$ cat src/rtl/sqrt_pkg.sv
// Shared types and constants for the iterative square-root block.
package sqrt_pkg;

   // Controller states: waiting for an operand, iterating, holding a result.
   typedef enum logic [1:0] {
      IDLE,
      CALC,
      DONE
   } state_t;

   localparam int unsigned DEFAULT_WIDTH = 16;

   // Iteration counter width: enough to hold WIDTH/2-1, plus one spare bit.
   function automatic int unsigned cnt_width(input int unsigned width);
      return $clog2(width / 2) + 1;
   endfunction

endpackage

$ cat src/rtl/sqrt_step.sv
// One non-restoring square-root iteration: shifts the next radicand pair into the
// signed partial remainder, adds or subtracts the trial term and yields the next root bit.
// With SQRT_ITER_REMAINDER_EN defined, the last iteration also folds in the correction
// that makes a negative final remainder non-negative.
module sqrt_step #(
   parameter int unsigned HALF = 8
) (
   input  logic signed [HALF+1:0] rem,
   input  logic        [HALF-1:0] root,
   input  logic        [1:0]      pair,
`ifdef SQRT_ITER_REMAINDER_EN
   input  logic                   last,
`endif
   output logic signed [HALF+1:0] rem_next,
   output logic        [HALF-1:0] root_next
);

   localparam int unsigned RW = HALF + 2;

   logic [RW-1:0] shifted;
   logic [RW-1:0] trial;
   logic [RW-1:0] raw;
   logic [HALF-1:0] q_next;

   // Add or subtract the trial term depending on the sign of the previous remainder.
   always_comb begin
      shifted = RW'(rem <<< 2) | RW'(pair);
      trial   = {root, (rem[RW-1] ? 2'b11 : 2'b01)};
      if (rem[RW-1]) begin
         raw = shifted + trial;
      end else begin
         raw = shifted - trial;
      end
      // A non-negative new remainder means this root bit is 1.
      q_next    = {root[HALF-2:0], ~raw[RW-1]};
      root_next = q_next;
`ifdef SQRT_ITER_REMAINDER_EN
      if (last && raw[RW-1]) begin
         rem_next = raw + {1'b0, q_next, 1'b1};
      end else begin
         rem_next = raw;
      end
`else
      rem_next = raw;
`endif
   end

endmodule

$ cat src/rtl/sqrt_iter.sv
// Iterative integer square root: floor(sqrt(in_data)) resolved one bit per cycle,
// with valid/ready handshakes on both sides.
// Optional macro SQRT_ITER_REMAINDER_EN adds the out_rem port and the final
// remainder correction.
module sqrt_iter
   import sqrt_pkg::*;
#(
   parameter int unsigned WIDTH = DEFAULT_WIDTH
) (
   input  logic                 clk,
   input  logic                 rst,
   input  logic                 in_valid,
   output logic                 in_ready,
   input  logic [WIDTH-1:0]     in_data,
   output logic                 out_valid,
   input  logic                 out_ready,
`ifdef SQRT_ITER_REMAINDER_EN
   output logic [WIDTH/2:0]     out_rem,
`endif
   output logic [WIDTH/2-1:0]   out_root
);

   localparam int unsigned HALF  = WIDTH / 2;
   localparam int unsigned CNT_W = cnt_width(WIDTH);

   state_t state_q, state_d;

   logic        [WIDTH-1:0] rad_q;
   logic        [HALF-1:0]  root_q;
   logic signed [HALF+1:0]  rem_q;
   logic        [CNT_W-1:0] cnt_q;

   logic signed [HALF+1:0]  rem_step;
   logic        [HALF-1:0]  root_step;
   logic                    last;
   logic                    load;

   assign last = (cnt_q == '0);
   assign load = (state_q == IDLE) && in_valid;

   sqrt_step #(
      .HALF(HALF)
   ) u_step (
      .rem      (rem_q),
      .root     (root_q),
      .pair     (rad_q[WIDTH-1 -: 2]),
`ifdef SQRT_ITER_REMAINDER_EN
      .last     (last),
`endif
      .rem_next (rem_step),
      .root_next(root_step)
   );

   // State register; reset wins over any handshake.
   always_ff @(posedge clk) begin
      if (rst) begin
         state_q <= IDLE;
      end else begin
         state_q <= state_d;
      end
   end

   // Next-state and handshake outputs.
   always_comb begin
      state_d   = state_q;
      in_ready  = 1'b0;
      out_valid = 1'b0;
      unique case (state_q)
         IDLE: begin
            in_ready = 1'b1;
            if (in_valid) begin
               state_d = CALC;
            end
         end
         CALC: begin
            if (last) begin
               state_d = DONE;
            end
         end
         DONE: begin
            out_valid = 1'b1;
            if (out_ready) begin
               state_d = IDLE;
            end
         end
         default: state_d = IDLE;
      endcase
   end

   // Datapath: capture on input handshake, iterate in CALC, hold otherwise.
   always_ff @(posedge clk) begin
      if (rst) begin
         rad_q  <= '0;
         root_q <= '0;
         rem_q  <= '0;
         cnt_q  <= '0;
      end else if (load) begin
         rad_q  <= in_data;
         root_q <= '0;
         rem_q  <= '0;
         cnt_q  <= CNT_W'(HALF - 1);
      end else if (state_q == CALC) begin
         rad_q  <= rad_q << 2;
         root_q <= root_step;
         rem_q  <= rem_step;
         if (!last) begin
            cnt_q <= cnt_q - CNT_W'(1);
         end
      end
   end

   assign out_root = root_q;
`ifdef SQRT_ITER_REMAINDER_EN
   assign out_rem  = rem_q[HALF:0];
`endif

endmodule

$ cat config.mk
export PLATFORM = sky130hd
export DESIGN_NAME = sqrt_iter
export DESIGN_NICKNAME = d
export VERILOG_FILES = /design/src/rtl/sqrt_pkg.sv /design/src/rtl/sqrt_step.sv /design/src/rtl/sqrt_iter.sv
export SDC_FILE = /design/constraint.sdc
export NUM_CORES = 1
export LEC_CHECK = 0
export CAP_MARGIN = 25
export CORE_UTILIZATION = 57
export DETAILED_ROUTE_END_ITERATION = 10
export HOLD_SLACK_MARGIN = 0.08
export PLACE_DENSITY = 0.84
export SYNTH_ARGS = -nofsm -noshare
export SYNTH_HDL_FRONTEND = slang
export SYNTH_SLANG_ARGS = --single-unit
$ cat constraint.sdc
create_clock -name clk -period 4.8 [get_ports clk]
set_input_delay 0.48 -clock clk [delete_from_list [all_inputs] [get_ports clk]]
set_output_delay 0.48 -clock clk [all_outputs]
set_load 0.05 [all_outputs]
* Yosys cells after proc, flatten, opt, wreduce, memory -nomap -nowiden
Index checks and enable logic that the tools add are counted.
** Word-level totals
- Flip-flop bits (word level) :: 40
- Input bits :: 20
- Output and inout port bits :: 10
- Logic and storage cells :: 39
** Operators by class
- $add $sub $neg :: 3
- Eq/ne operators :: 6
- Multiplexer cells :: 13
- Bitwise operators :: 3
- Reduce and logical (&&, ||, !) cells :: 8
** Operator list (number)
- 16-bit two-way mux :: 2
- 10-bit adder :: 1
- 10-bit two-way mux :: 1
- 10-bit by 2-bit OR with 10-bit output :: 1
- 10-bit subtractor :: 1
- 3-bit two-way mux :: 3
- 2-bit two-way mux :: 4
- 2-bit inequality test (second input constant) :: 3
- 2-bit case mux with 3 select lines :: 1
- 4-bit logical NOT :: 1
- 2-bit AND reduction :: 2
- 4-bit by 1-bit subtractor with 4-bit output (second input constant) :: 1
- 3-bit AND reduction :: 1
- 2-bit by 1-bit == test with 1-bit output (second input constant) :: 1
- 2-bit == test (second input constant) :: 1
- 2-bit logical NOT :: 1
- 1-bit two-way mux :: 2
- 2-bit by 1-bit inequality test with 1-bit output (second input constant) :: 1
- 1-bit inverter :: 2
- 2-bit nonzero test :: 1
- 2-bit OR reduction :: 1
- 1-bit logical AND :: 1

* Longest topological paths before layout
- Depth in word-level cells :: 4
- Mapped depth :: 8

* Cells and area by module
A second synthesis with hierarchy kept.
** Second synthesis, totals
- Cell total of the unflattened synthesis :: 263
- Area, all modules :: 2242.2 µm²
** Modules (own cells, without submodules)
- sqrt_iter :: instances 1, cells each 201, area an instance 1750.4 µm²
- sqrt_step :: instances 1, cells each 62, area an instance 491.7 µm²

* Least setup slack after synthesis
OpenSTA, ideal clock, no wires.
- Path type :: reg2reg
- Start :: reg rem_q[9]
- End :: reg rem_q[9]
- Library setup time :: 58 ps
- Data arrival time :: 1777 ps
- Data required time :: 4742 ps
- Setup slack :: 2965 ps
- Stages on the path, launching flop included :: 9
- Clock period less this slack :: 1835 ps
- Cell sequence :: dfxtp_1 -> buf_6 -> xnor2_1 -> ha_1 -> a21o_1 -> a31o_2 -> a21oi_1 -> mux2i_1 -> o211a_1
** On the way
- Cells in the longest elaborated chain, start to end :: 3
- Elaborated cells between the ends (all ways) :: 4
** Ends and longest elaborated chain
- start: declaration :: line sqrt_iter.sv:30 : logic signed [HALF+1:0] rem_q;
- start signal: assignment :: line sqrt_iter.sv:105 : rem_q <= rem_step;
- 2-bit two-way mux :: line sqrt_step.sv:28 : trial = {root, (rem[RW-1] ? 2'b11 : 2'b01)};
- 10-bit subtractor or 10-bit adder (tied branches) :: line sqrt_step.sv:32, sqrt_step.sv:30
- 10-bit two-way mux (*) :: line sqrt_step.sv:29 : if (rem[RW-1]) begin
Mark *: on every way between the ends. The rest lies on a longest branch, timed or not.
A chain may end at the register's enable or synchronous reset.

* Final worst setup path
- Start :: reg rem_q[9]
- End :: reg root_q[0], in the netlist out_root[0]
** On the way
- Cells in the longest elaborated chain, start to end :: 4
- Elaborated cells between the ends (all ways) :: 5
** Ends and longest elaborated chain
- 2-bit two-way mux :: line sqrt_step.sv:28
- 10-bit subtractor or 10-bit adder (tied branches) :: line sqrt_step.sv:32, sqrt_step.sv:30
- 10-bit two-way mux (*) :: line sqrt_step.sv:29
- 1-bit inverter (*) :: line sqrt_step.sv:35 : q_next = {root[HALF-2:0], ~raw[RW-1]};
- end signal: assignment :: line sqrt_iter.sv:104 : root_q <= root_step;
- end: declaration :: line sqrt_iter.sv:29 : logic [HALF-1:0] root_q;
Marked as above.

==> flow_summary.json <==
{
  "synth.distinct_cells": 38,
  "cts_setup_buffers": 0,
  "finalClockSkew_ps": 11.3,
  "synth_area_leaders": "dfxtp_1, a21oi_1, nand2_1",
  "worstMarginPinSlew_ps": 919,
  "synth-seq-cells": 39,
  "port_buffers": 29,
  "critPathKind": "reg2reg",
  "cp_data_arrival_time_ps": 2470,
  "yosys_warnings": 0,
  "dieArea_um2": 3690,
  "clockBufferDepth": 2,
  "tns_ps": 0,
  "ys.flop_type": "dfxtp_1",
  "register_area_um2": 781,
  "fp.dieW_um": 60.7,
  "required_ps": 5010,
  "final_util_pct": 71.1,
  "static-leakage-power_uw": 0.000805,
  "firstDrtPassIters": 4,
  "vias": 1667,
  "ir_worst_vdd_mv": 0.239,
  "start_util_pct": 62.4,
  "cts_sinks": 39,
  "setup_viol_count_final": 0,
  "synthMostInstantiatedCell": "nand2_1",
  "antenna_left": 0,
  "fmax_mhz": 442,
  "drtIter0Drc": 115,
  "multi_input_area_um2": 1030,
  "ys_async_sr_fraction_pct": 0,
  "status": "complete, no violations",
  "routed_wl_um": 3760,
  "root_buffer": "clkbuf_4",
  "fp-row-count": 20,
  "maxCapViolations": 0,
  "grt_pass1_vias": 1354,
  "end_kind": "flip-flop",
  "finalCritPeriodShare_pct": 47.1,
  "crit_path_start_kind": "flip-flop",
  "place_ws_ps": 1970,
  "hold_viol_final": 0,
  "place_area_um2": 2190,
  "netlist_instances": 236,
  "hpwl_um": 2700,
  "setup_slack_ps": 2540,
  "fin_nets": 282,
  "postLayoutCellArea_um2": 2240,
  "period_needed_ps": 2260,
  "yosys.area.top_type_share_pct": 39.7,
  "clk_latency_ps": 340,
  "synth_commonest_cells": "nand2_1, dfxtp_1, a21oi_1",
  "numCtsBuffers": 5,
  "grt.total_usage_pct": 22.6,
  "htreeDepth": 2,
  "slew_viol_final": 0,
  "area_delta_synth_final_pct": 14.0,
  "clkTransAtPathRegs_ps": 110,
  "synth_area_per_cell_um2": 8.33,
  "gp_congestion": 0.838,
  "synthesis.area_um2": 1970,
  "grt_start_max_net_pins": 26,
  "drc": 0,
  "cts_resized": 0,
  "tritoncts": "yes",
  "ys_seq_area_share_pct": 39.7,
  "drt-wirelength-per-cell_um": 12.7,
  "layout-drive-gt1-share_pct": 5.56,
  "antenna_found_initial": 0,
  "power_density_nw_per_um2": 338,
  "num_antenna_cells": 0,
  "synth-edff-count": 0,
  "synthesis.nets": 265,
  "hold_buffers": 0,
  "rsz0062_at_grt": "false",
  "die_h_um": 60.7,
  "coreArea_um2": 3150,
  "io-pin-count": 30,
  "cp_max_fo": 9,
  "grt_pass1_wl_um": 6080,
  "synth_top_area_cell": "dfxtp_1",
  "min_path_type": "reg2reg",
  "slew_headroom_pct": 38.8,
  "grt.overflow.total": 0,
  "via_per_inst": 5.63,
  "n_fill_cell": 265
}
## sequential cells by signal, indices dropped and copies added, names as in the netlist
name,count
state_q,2
rem_q,9
cnt_q,4
out_root,8
rad_q,16
## critical path: stages, from the launching register on
cell and delay, ps:
dfxtp_1 620, xnor2_1 150, ha_1 360, a21o_1 190, a31o_2 230, a21oi_1 140
mux2i_1 320, a21oi_1 110
## cell families (layout without fill, tap and decap cells)
family	count (synthesis)	count (layout)	synth area share [%]
AND/OR/NAND/NOR	81	81	19.3
multiplexers	2	2	1.02
flip-flops	39	39	39.7
buffers and inverters	27	43	8.14
AO/OA/AOI/OAI	66	66	20.7
XOR/XNOR	12	12	5.34
adder cells (fa/ha/maj)	9	9	5.73
## worst paths after layout
path / from / to / slack, ps / cells past startpoint
worst max-delay path: rem_q[9] / out_root[0] / 2540 / 7
worst min-delay path: rad_q[10] / rad_q[10] / 460 / 2
worst max register to register: rem_q[9] / out_root[0] / 2540 / 7
worst min register to register: rad_q[10] / rad_q[10] / 460 / 2
## stage by stage
step	instances	hold WS (ps)	power, uW
after global placement	289	441	604
final	296	464	757
after detailed placement	289	447	610
after global routing	296	484	809
after CTS	295	462	757
after floorplan	236	436	562
## report_power, final
group	switching, uW	internal (uW)
Clock	99.2	52.2
Sequential	22.5	351
Combinational	129	103
## area by class of cell
| type | instances | area share, % |
|---|---|---|
| inverter | 6 | 1.00 |
| sequential | 39 | 34.8 |
| clock buffer | 6 | 1.84 |
| multi-input combinational | 170 | 46.1 |
| tap | 44 | 2.46 |
| timing repair buffer | 31 | 13.8 |
## placed cells by master, fill, tap and decap left out, drive strengths merged, types with 2 or more instances in the layout
cell type | netlist | final
a211oi | 2 | 2
a21o | 2 | 2
a21oi | 34 | 34
a22oi | 15 | 15
and2 | 3 | 3
buf | 17 | 2
clkbuf | 4 | 6
clkdlybuf4s50 | 0 | 29
dfxtp | 39 | 39
ha | 9 | 9
inv | 6 | 6
mux2i | 2 | 2
nand2 | 42 | 42
nand2b | 2 | 2
nand3 | 5 | 5
nor2 | 11 | 11
nor2b | 4 | 4
nor3 | 6 | 6
nor3b | 3 | 3
o21a | 2 | 2
o21ai | 5 | 5
xnor2 | 11 | 11
## routing by layer
layer,up-vias,GRT usage [%],part of all wire (%)
li1,846,-,-
met1,772,30.7,50
met2,45,35.0,45
met3,4,5.97,4.6
met4,0,7.47,1.0
met5,-,0,0
(Power assumes the default switching activity.)
